==> src/rtl/aer_pkg.sv <==
// Shared constants and receiver FSM state encoding for the AER receive path.
package aer_pkg;
  localparam int N_CH   = 16;
  localparam int ADDR_W = 4;

  typedef enum logic [1:0] {
    IDLE = 2'd0,
    ACK  = 2'd1,
    GAP  = 2'd2
  } rx_state_t;
endpackage

==> src/rtl/aer_addr_fifo.sv <==
// First-word-fall-through address buffer; head entry is visible while not empty.
module aer_addr_fifo #(
  parameter int ADDR_W     = 4,
  parameter int FIFO_DEPTH = 8,
  parameter int PTR_W      = $clog2(FIFO_DEPTH),
  parameter int CNT_W      = $clog2(FIFO_DEPTH) + 1
) (
  input  logic              clk,
  input  logic              rst,
  input  logic              i_push,
  input  logic [ADDR_W-1:0] i_data,
  input  logic              i_pop,
  output logic [ADDR_W-1:0] o_head,
  output logic              o_full,
  output logic              o_empty,
  output logic [CNT_W-1:0]  o_count
);
  logic [ADDR_W-1:0] r_mem [FIFO_DEPTH];
  logic [PTR_W-1:0]  r_wr_ptr;
  logic [PTR_W-1:0]  r_rd_ptr;
  logic [CNT_W-1:0]  r_count;
  logic              w_push;
  logic              w_pop;

  assign o_full  = (r_count == CNT_W'(FIFO_DEPTH));
  assign o_empty = (r_count == '0);
  assign o_count = r_count;
  assign o_head  = r_mem[r_rd_ptr];

  // Both qualifiers use the registered flags, so a pop never opens a slot for a same-edge push.
  assign w_push = i_push && !o_full;
  assign w_pop  = i_pop && !o_empty;

  always_ff @(posedge clk) begin
    if (w_push) begin
      r_mem[r_wr_ptr] <= i_data;
    end
  end

  always_ff @(posedge clk) begin
    if (rst) begin
      r_wr_ptr <= '0;
      r_rd_ptr <= '0;
      r_count  <= '0;
    end else begin
      if (w_push) r_wr_ptr <= r_wr_ptr + PTR_W'(1);
      if (w_pop)  r_rd_ptr <= r_rd_ptr + PTR_W'(1);
      case ({w_push, w_pop})
        2'b10:   r_count <= r_count + CNT_W'(1);
        2'b01:   r_count <= r_count - CNT_W'(1);
        default: r_count <= r_count;
      endcase
    end
  end
endmodule

==> src/rtl/aer_receiver.sv <==
// AER link receiver: 4-phase-style req/ack handling with a 3-cycle accept loop,
// address buffering, and one-hot replay to the next layer over valid/ready.
module aer_receiver #(
  parameter int N_CH       = aer_pkg::N_CH,
  parameter int ADDR_W     = aer_pkg::ADDR_W,
  parameter int FIFO_DEPTH = 8,
  parameter int CNT_W      = 16
) (
  input  logic                          clk,
  input  logic                          rst,
  input  logic                          req_in,
  input  logic [ADDR_W-1:0]             addr_in,
  output logic                          ack_out,
  output logic                          out_valid,
  input  logic                          out_ready,
  output logic [ADDR_W-1:0]             out_addr,
  output logic [N_CH-1:0]               spikes_out,
  output logic [$clog2(FIFO_DEPTH):0]   fifo_count,
  output logic [CNT_W-1:0]              event_count,
  output logic [1:0]                    o_state
);
  import aer_pkg::*;

  // Handshake: a downstream transfer happens on any edge where out_valid && out_ready;
  // out_valid never drops without a transfer, and out_addr/spikes_out are stable while it is high.

  rx_state_t           r_state;
  rx_state_t           w_state_nxt;
  logic [CNT_W-1:0]    r_event_count;
  logic                w_full;
  logic                w_empty;
  logic                w_push;
  logic                w_pop;
  logic [ADDR_W-1:0]   w_head;

  assign w_push = (r_state == IDLE) && req_in && !w_full;
  assign w_pop  = out_valid && out_ready;

  always_comb begin
    w_state_nxt = r_state;
    case (r_state)
      IDLE:    if (w_push) w_state_nxt = ACK;
      ACK:     w_state_nxt = GAP;
      GAP:     w_state_nxt = IDLE;
      default: w_state_nxt = IDLE;
    endcase
  end

  always_ff @(posedge clk) begin
    if (rst) begin
      r_state       <= IDLE;
      r_event_count <= '0;
    end else begin
      r_state <= w_state_nxt;
      if (w_push && (r_event_count != '1)) begin
        r_event_count <= r_event_count + CNT_W'(1);
      end
    end
  end

  aer_addr_fifo #(
    .ADDR_W     (ADDR_W),
    .FIFO_DEPTH (FIFO_DEPTH)
  ) u_fifo (
    .clk     (clk),
    .rst     (rst),
    .i_push  (w_push),
    .i_data  (addr_in),
    .i_pop   (w_pop),
    .o_head  (w_head),
    .o_full  (w_full),
    .o_empty (w_empty),
    .o_count (fifo_count)
  );

  // ack_out decodes the registered state only, so it is glitch-free and exactly one cycle wide.
  assign ack_out     = (r_state == ACK);
  assign out_valid   = !w_empty;
  assign out_addr    = out_valid ? w_head : '0;
  assign spikes_out  = out_valid ? ({{(N_CH-1){1'b0}}, 1'b1} << out_addr) : '0;
  assign event_count = r_event_count;
  assign o_state     = r_state;
endmodule

==> config.mk <==
export PLATFORM = sky130hd
export DESIGN_NAME = aer_receiver
export DESIGN_NICKNAME = d
export VERILOG_FILES = /design/src/rtl/aer_pkg.sv /design/src/rtl/aer_addr_fifo.sv /design/src/rtl/aer_receiver.sv
export SDC_FILE = /design/constraint.sdc
export NUM_CORES = 1
export LEC_CHECK = 0
export BUFFER_PORTS_ARGS = -buffer_cell sky130_fd_sc_hd__buf_2
export CORE_MARGIN = 4
export CORE_UTILIZATION = 45
export CTS_BUF_LIST = sky130_fd_sc_hd__clkbuf_4 sky130_fd_sc_hd__clkbuf_8
export DETAILED_ROUTE_END_ITERATION = 10
export MAX_ROUTING_LAYER = met4
export PLACE_DENSITY_LB_ADDON = 0.25
export SETUP_SLACK_MARGIN = 0.4
export SLEW_MARGIN = 5
export SYNTH_ARGS = -nofsm -noshare
export SYNTH_HDL_FRONTEND = slang
export SYNTH_SLANG_ARGS = --single-unit
==> constraint.sdc <==
create_clock -name clk -period 2.47 [get_ports clk]
set_input_delay 0.247 -clock clk [delete_from_list [all_inputs] [get_ports clk]]
set_output_delay 0.247 -clock clk [all_outputs]
set_load 0.01 [all_outputs]
==> results of run 1 <==
## cell usage in the layout (no fill, tap or decap), types with 5 or more instances in the layout
cell	n
nor2_1	36
buf_2	51
nor4_2	7
o31ai_1	5
nand2_1	8
nand3_1	11
mux2_4	5
nand4_1	7
dfxtp_1	26
or4_2	5
buf_4	20
a21oi_1	10
edfxtp_1	32
clkbuf_8	9
nor2b_1	10
mux4_2	8
xor2_1	5
## power by group through the flow
stage               combinational, mW  clock [mW]  sequential, mW
global placement                 1.19           0            1.33
global route                     1.75        1.04            1.34
floorplan                       0.881           0            1.31
finish                           1.60       0.971            1.32
CTS                              1.50       0.981            1.32
detailed placement               1.20           0            1.34
## final cells by class
cell class	count	area, sq um
multi-input cells	184	1570
flip-flops and latches	63	1600
well taps	77	96.3
fillers	518	2540
inverters	7	38.8
clock buffers	12	146
repair buffers	74	439
clock inverters	4	70.1
## cells in the mapped netlist, drive strengths merged (3+ instances only)
library cell and number:
or4 5, xor2 6, o21ai 3, nor4 11, nand3 13, mux2 9
clkbuf 8, nor2 39, nor3b 5, mux4 8, edfxtp 32, buf 7
mux2i 5, o31ai 5, ha 6, nand2 9, or3 4, a21oi 13
nor3 4, dfxtp 31, a31oi 4, inv 7, nor2b 10, nand4 7
and4 3
## routing by layer
metal / global-route usage (%) / share of wire (%) / vias to the layer above
met5: - / 0 / -
met4: 8.16 / 2.1 / 0
met3: 3.92 / 4.9 / 14
met2: 25.2 / 48 / 62
met1: 20.5 / 45 / 1107
li1: - / - / 1137
## what timing repair did
action | in CTS | in global routing
pin swaps | 12 | 4
setup endpoints to repair | 29 | 35
gates resized for setup | 36 | 17
setup buffers | 7 | 1
## final timing paths
kind,endpoint,startpoint
worst max-delay path,spikes_out[3],register
worst min-delay path,u_fifo.r_mem[1][1],addr_in[1]
worst max register to register,u_fifo.o_count[2],u_fifo.o_count[0]
worst min register to register,register,u_fifo.r_rd_ptr[1]
## flip-flops by register name, summed over array words and instances, names as in the netlist, named ones only
signal           count
u_fifo.o_count       4
u_fifo.r_mem        32
event_count         16
o_state              2
u_fifo.r_wr_ptr      3
u_fifo.r_rd_ptr      3
## metrics by stage
stage	power (mW)	std cells	TNS, ns
detailed placement	2.54	397	0
global route	4.13	421	0
finish	3.89	421	0
global placement	2.52	397	0
CTS	3.80	420	0
floorplan	2.19	269	-0.153
## kinds of logic after synthesis
group / after synthesis / share of synthesized area (%)
AOI/OAI and AO/OA: 28 / 5.50
muxes: 22 / 11.3
buffers and inverters: 22 / 5.09
xor gates and xnor gates: 7 / 2.00
adders and majority gates: 6 / 2.44
and+or+nand+nor: 121 / 22.2
DFF: 63 / 51.5
## worst max-delay path: cells and delay by family, from the launching register on
kind                   cells  cell delay, ns
buffers and inverters      1            0.13
and+or+nand+nor            2            0.45
muxes                      2            0.81
DFF                        1            0.37
==> run metrics, run 1 <==
status=finished clean; share of the synthesized area in the top cell type=31.3%; Logic pwr share=41.2%; worst reg2reg path depth=10; Worst slew margin=53.8%; total wire length=6330 microns; synthesized area=3070 sq um; Final Hold Violating Endpoints=0; CP Capture Type=output port; Worst Max-Slew Pin Slew=0.693 ns; Synth area leader=edfxtp_1; Nets=353; pre-CTS WS=0.0791 ns; Diodes inserted=0; Post-Synthesis Cells=269; crit path time final=2.35 ns; top post-synthesis cells by area=edfxtp_1 31%, dfxtp_1 20%, mux4_2 5.9%; worst path cell trace=mux4_2, mux2_4, or3_4, nor2_1, buf_2; Max IR drop VDD=0.403 mV; cts hold-fix bufs=0; DIE WIDTH=90.6 microns; final antenna-violating net count=0; Placed Area=3450 sq um; post-route cell area=3960 sq um; crit-path max FO=4; Synth Warn #=0; Worst-path clk slew=0.07 ns; Final HPWL DP=4370 microns; number of remaining DRC errors=0; register area share after synthesis=51.5%; PortBufs=51; WS Path Type=reg -> out; fin util=61.0%; clock latency on the worst-skew pair=0.33 ns; initial antenna violation count=0; CTS tree=yes; # IOs=52; Sink Count=63; switching part of the total=33.5%; most used flip-flop cell after synthesis=edfxtp_1; die area=8210 sq um; Max-Cap Viols=0; synth unique cells=49; Slowest-stage cell, CP=mux4_2; Sw Pwr=1.30 mW; # setup viols final=0; routed length per placed instance=15.0 microns; crit-path max cell delay=0.52 ns; RSZ-0062 raised after global routing=yes; pwr/cell area=983 nW/um^2; grt total ovfl=0; Int Pwr=2.59 mW; Pre-antenna DRT Iters=4; Die H=90.6 microns; Post-synth EDFFs=32; CP required=2.22 ns; CTS H-tree depth=3; Critical Path AT=2.10 ns; Starting Density=47.3%; Vias/cell=5.51; area grow syn2layout=28.8%; hold path depth=1; first-pass GRT wire length=10600 microns; period utilization=95.0%; Clk pwr share=24.9%; reg2reg setup slack=0.20 ns; Leak=1.49 nW; core area=6490 sq um; Max Fclk=426 MHz; clk root buf=clkbuf_8; HP Class=in -> reg; setup ws final=0.124 ns; Vias=2320; synthesis-stage register bit count=63; synthesized net count=283; syn avg cell area=11.4 sq um; floorplan row count=29; placer congestion estimate=0.753; Synth async-reset ratio=0%; CTS buffer count=9; ratio of cells with drive above 1 in the final layout=46.5%; final setup skew=0.00635 ns; initial DRC count=135; Slew Viols, Final=0; hold slack=0.194 ns; largest net degree at the start of global routing=38; sequential share of power=33.9%; GRT Total Usage=16.5%; Clock Tree Buf Depth=2; crit start category=register; vias in the first global route=2246
No activity file was read; power rests on OpenSTA's default activity.
==> inputs of run 2 (changes only) <==
Settings changed: PLACE_DENSITY set to 0.73, PLACE_DENSITY_LB_ADDON 0.25 to unset.
==> run 2 against run 1 <==
First-iteration DRC count down 35%. Die area unchanged. Power up 2.9%.
==> run metrics, run 2 (synthesized netlist as in run 1, its figures left out) <==
DIE WIDTH=90.6 microns (unchanged); area grow syn2layout=29.7%; origin of the worst setup path=u_fifo.o_count[0]; WS Path Type=reg -> reg; routed length per placed instance=16.0 microns (+6.7%); crit-path max cell delay=0.52 ns (about the same); Max-Cap Viols=0 (unchanged); crit start category=register; number of remaining DRC errors=0 (unchanged); Clock Tree Buf Depth=2 (unchanged); PortBufs=51 (unchanged); Diodes inserted=0 (unchanged); Max Fclk=424 MHz (-0.59%); crit path time final=2.36 ns (+0.0139 ns); Final HPWL DP=4560 microns (+4.3%); GRT Total Usage=16.9% (+0.41 points); period utilization=95.5% (+0.56 points); max reg flops=32 (unchanged); Worst slew margin=55.4% (+1.6 points); # IOs=52 (unchanged); reg2reg setup slack=0.11 ns (-0.09 ns); Metal-1 WL=2820 microns (-0.56%); reg2reg start=u_fifo.o_count[0]; clock latency on the worst-skew pair=0.34 ns (about the same); final setup skew=0.00441 ns (-0.00194 ns); Starting Density=47.3% (unchanged); Worst-path clk slew=0.07 ns (about the same); Critical Path AT=2.62 ns (+0.52 ns); final antenna-violating net count=0 (unchanged); Met2 Wirelength=3490 microns (+14%); first-pass GRT wire length=10800 microns (+2.4%); most frequent cells in the layout=50 x buf_2, 32 x edfxtp_1, 31 x nor2_1, 25 x dfxtp_1, 20 x buf_4; largest delay contributor family on the critical path=simple AND/OR/NAND/NOR gates; DR WL met3=341 microns (+9.3%); Vias=2347 (+1.2%); largest net degree at the start of global routing=38 (unchanged); ratio of cells with drive above 1 in the final layout=47.1% (+0.60 points); vias in the first global route=2235 (-0.49%); die area=8210 sq um (unchanged); fin util=61.4% (+0.40 points); CP bufs+invs=1 (unchanged); CP required=2.73 ns (+0.51 ns); pwr/cell area=1000 nW/um^2 (+2.2%); Vias/cell=5.55 (+0.69%); Max IR drop VDD=0.346 mV (-14%); cts hold-fix bufs=0 (unchanged); worst reg2reg path depth=10 (unchanged); core area=6490 sq um (unchanged); floorplan row count=29 (unchanged); Worst Max-Slew Pin Slew=0.669 ns (-0.0235 ns); status=finished clean; worst path cell trace=or4b_4, and3_4, inv_8, ha_4, xor2_1, ha_2, a21oi_2, xor2_1, or3_1, a21oi_2; commonest non-fill, non-tap cell in the layout=buf_2; CTS tree=yes; Most flops, register=u_fifo.r_mem; reg-to-reg endpoint=u_fifo.o_count[2]; placer congestion estimate=0.756 (+0.32%); Hold Crit Endpoint=u_fifo.r_mem[2][0]; Total Power=4.00 mW (+2.9%); RSZ-0062 raised after global routing=yes; Slowest-stage cell, CP=or4b_4; Max Used Layer=met4; crit-path max FO=3 (-1); CTS buffer count=9 (unchanged); Pre-antenna DRT Iters=4 (unchanged); Nets=355 (+0.57%); Die H=90.6 microns (unchanged); Leak=1.50 nW (+0.67%); # setup viols final=0 (unchanged); Sink Count=63 (unchanged); Placed Area=3440 sq um (-0.22%); hold path depth=1 (unchanged); clk root buf=clkbuf_8; initial antenna violation count=0 (unchanged); Final Hold Violating Endpoints=0 (unchanged); initial DRC count=88 (-35%); grt total ovfl=0 (unchanged); min-delay src=addr_in[0]; total wire length=6780 microns (+7.2%); post-route cell area=3990 sq um (+0.66%); CP Capture Type=register; CTS H-tree depth=3 (unchanged); HP Class=in -> reg; Slew Viols, Final=0 (unchanged)
run 2: cell types whose count changed in the layout (fill, tap and decap cells not counted), moves of 2 or more:
| cell | previous run | this run |
|---|---|---|
| nor3b_2 | 0 | 2 |
| a31oi_4 | 3 | 1 |
| nand3_4 | 0 | 2 |
| clkbuf_4 | 3 | 0 |
| nor2_4 | 0 | 2 |
| nor2_2 | 3 | 6 |
| inv_4 | 2 | 0 |
| nor3b_4 | 2 | 0 |
| inv_1 | 2 | 4 |
| nor2_1 | 36 | 31 |
| buf_6 | 3 | 5 |
run 2: timing repair:
item                                    CTS  global route
buffers inserted                         10             1
endpoints found under the setup margin   30            39
resized for setup                        33            22
pin swaps                                16             9
endpoints found under the hold margin     0             0
run 2: layout make-up:
cell class | count | area, sq um
clock inverters | 7 | 111
flip-flops and latches | 63 | 1600
multi-input cells | 184 | 1550
repair buffers | 76 | 472
clock buffers | 9 | 124
fillers | 501 | 2510
well taps | 77 | 96.3
inverters | 7 | 33.8
run 2: routing by layer:
metal  vias up  track usage, %
met3        13            3.67
li1       1144               -
met4         0            7.27
met5         -               -
met2        67            27.5
met1      1123            20.3
run 2: worst register-to-register path, cell delays in order, from the launching register on:
cell and delay, ns:
dfxtp_4 0.36, or4b_4 0.53, and3_4 0.19, inv_8 0.06
ha_4 0.12, xor2_1 0.16, ha_2 0.20, a21oi_2 0.04
xor2_1 0.14, or3_1 0.36, a21oi_2 0.14
run 2: power breakdown:
part | total (mW) | internal [mW] | leakage (nW) | switching (mW)
Clock | 1.05 | 0.663 | 0.117 | 0.390
Combinational | 1.62 | 0.769 | 0.841 | 0.852
Sequential | 1.33 | 1.22 | 0.545 | 0.111
run 2: metrics by stage:
stage	hold WS, ns	worst slack, ns	TNS, ns	cells
6_report	0.192	0.110	0	423
5_1_grt	0.191	0.0481	0	423
3_3_place_gp	0.476	0.140	0	396
4_1_cts	0.172	0.104	0	422
3_5_place_dp	0.493	0.0596	0	396
2_1_floorplan	0.346	-0.153	-0.153	269
run 2: how the worst max path moves through the flow:
stage                             end  slack [ns]  cells past startpoint
finish              u_fifo.o_count[2]        0.11                     10
global route        u_fifo.o_count[2]        0.05                     10
CTS                 u_fifo.o_count[2]        0.10                     10
detailed placement  u_fifo.o_count[2]        0.06                     10
global placement    u_fifo.o_count[2]        0.14                     10
floorplan           u_fifo.o_count[2]       -0.15                     14
==> inputs of run 3 (changes only) <==
Settings changed: PLACE_DENSITY 0.73 to 0.7.
Clock period 2.47 ns to 2.9 ns, I/O delays scaled along.
==> run 3 against run 2 <==
Cell count decreased by 3.5%. Critical path type unchanged. Cell area down 9.0%. Highest routed layer unchanged. Worst hold slack better by 0.038 ns. Clock skew rose by 0.0032 ns. Clock-buffer cell count increased by 1. Critical path depth did not move. First-iteration DRC count grew 77%. Core utilization fell by 5.5 points. Power decreased by 28%.
==> run metrics, run 3 (synthesized netlist as in run 1, its figures left out) <==
RSZ-0062 raised after global routing=yes; Vias/cell=5.48 (-1.3%); CTS tree=yes; Worst Max-Slew Pin Slew=0.937 ns (+0.268 ns); status=finished clean; CTS H-tree depth=3 (unchanged); max reg flops=32 (unchanged); floorplan row count=29 (unchanged); final antenna-violating net count=0 (unchanged); # setup viols final=0 (unchanged); Max Fclk=406 MHz (-4.2%); Worst-path clk slew=0.07 ns (about the same); Placed Area=3380 sq um (-1.6%); pwr/cell area=791 nW/um^2 (-21%); first-pass GRT wire length=10200 microns (-6.1%); CP required=3.16 ns (+0.43 ns); Vias=2235 (-4.8%); Sink Count=63 (unchanged); # IOs=52 (unchanged); routed length per placed instance=15.3 microns (-4.6%); Nets=340 (-4.2%); post-route cell area=3630 sq um (-9.0%); clk root buf=clkbuf_8; Die H=90.6 microns (unchanged); Logic pwr share=34.1% (-6.4 points); core area=6490 sq um (unchanged); HP Class=in -> reg; die area=8210 sq um (unchanged); Max-Cap Viols=0 (unchanged); crit start category=register; largest net degree at the start of global routing=38 (unchanged); crit path time final=2.46 ns (+0.105 ns); Critical Path AT=2.72 ns (+0.10 ns); ratio of cells with drive above 1 in the final layout=36.3% (-11 points); final setup skew=0.00757 ns (+0.00315 ns); number of remaining DRC errors=0 (unchanged); commonest non-fill, non-tap cell in the layout=buf_2; sequential share of power=40.0% (+6.8 points); Most flops, register=u_fifo.r_mem; Slew Viols, Final=0 (unchanged); Inst Count DP=389 (-1.8%); Layout Cells excl Fill=408 (-3.5%); PortBufs=51 (unchanged); fill count=550 (+9.8%); Final Hold Violating Endpoints=0 (unchanged); Max IR drop VDD=0.380 mV (+9.8%); Pre-antenna DRT Iters=4 (unchanged); cts hold-fix bufs=0 (unchanged); Leak=1.37 nW (-9.1%); Int Pwr=1.87 mW (-29%); grt total ovfl=0 (unchanged); worst reg2reg path depth=10 (unchanged); initial antenna violation count=0 (unchanged); WS Path Type=reg -> reg; most frequent cells in the layout=51 x buf_2, 39 x nor2_1, 32 x edfxtp_1, 26 x dfxtp_1; Sw Pwr=0.999 mW (-26%); Diodes inserted=0 (unchanged); Total Power=2.87 mW (-28%); Starting Density=47.3% (unchanged); CP Capture Type=register; total wire length=6240 microns (-8.0%); Final HPWL DP=4300 microns (-5.6%); crit-path max FO=14 (+11); fin util=55.8% (-5.5 points); switching part of the total=34.8% (+1.0 points); initial DRC count=156 (+77%); area grow syn2layout=18.0%; DIE WIDTH=90.6 microns (unchanged); GRT Total Usage=16.2% (-0.73 points); period utilization=85.0% (-11 points); Setup TNS Final=0 ns (unchanged); vias in the first global route=2036 (-8.9%); clock latency on the worst-skew pair=0.34 ns (about the same); Clock Tree Buf Depth=2 (unchanged); placer congestion estimate=0.782 (+3.5%); CTS buffer count=9 (unchanged); Clk pwr share=25.9% (-0.4 points); Worst slew margin=36.7% (-19 points); hold path depth=1 (unchanged)
-- run 3: worst paths after layout --
kind,startpoint,endpoint,slack [ns]
hold reg to reg,u_fifo.r_rd_ptr[1],register,0.50
setup reg to reg,u_fifo.o_count[0],u_fifo.o_count[2],0.44
hold / removal,addr_in[1],u_fifo.r_mem[7][1],0.23
setup / recovery,u_fifo.o_count[0],u_fifo.o_count[2],0.44
-- run 3: routing by layer --
layer / global-route usage, % / part of all wire [%] / vias up
li1: - / - / 1116
met1: 21.2 / 48 / 1051
met2: 23.4 / 46 / 62
met3: 4.25 / 5.4 / 6
met4: 7.65 / 1.4 / 0
met5: - / 0 / -
-- run 3: repair_timing --
action | CTS | global route
buffers inserted | 2 | 0
endpoints found under the setup margin | 19 | 14
resized for setup | 7 | 3
pin swaps | 1 | 0
gates cloned | 1 | 0
-- run 3: cell type report --
| class | count | area (sq um) | share of cell area [%] |
|---|---|---|---|
| clock buffer | 10 | 131 | 3.62 |
| clock inverter | 6 | 61.3 | 1.69 |
| inverter | 7 | 33.8 | 0.932 |
| multi-input combinational | 184 | 1380 | 38.1 |
| sequential | 63 | 1590 | 43.9 |
| tap | 77 | 96.3 | 2.66 |
| timing repair buffer | 60 | 323 | 8.90 |
| timing repair inverter | 1 | 6.26 | 0.173 |
-- run 3: through the flow --
| step | worst slack [ns] | hold WS, ns |
|---|---|---|
| 6_report | 0.435 | 0.230 |
| 4_1_cts | 0.425 | 0.214 |
| 5_1_grt | 0.311 | 0.217 |
| 3_3_place_gp | 0.297 | 0.470 |
| 2_1_floorplan | 0.277 | 0.389 |
| 3_5_place_dp | 0.237 | 0.503 |
-- run 3: power by group through the flow --
| stage | Sequential, mW | Combinational, mW | Clock (mW) |
|---|---|---|---|
| after floorplan | 1.11 | 0.746 | 0 |
| after global placement | 1.16 | 0.929 | 0 |
| after detailed placement | 1.17 | 0.935 | 0 |
| after CTS | 1.15 | 0.977 | 0.764 |
| after global routing | 1.17 | 1.08 | 0.807 |
| final | 1.15 | 0.977 | 0.744 |
-- run 3: critical path: stages, from the launching register on --
cell and delay (ns):
dfxtp_2 0.37, or4b_4 0.55, and3_4 0.21, inv_8 0.11, ha_4 0.17, xor2_1 0.16
ha_2 0.18, a21oi_1 0.04, xor2_1 0.15, or3_1 0.31, a21oi_1 0.12
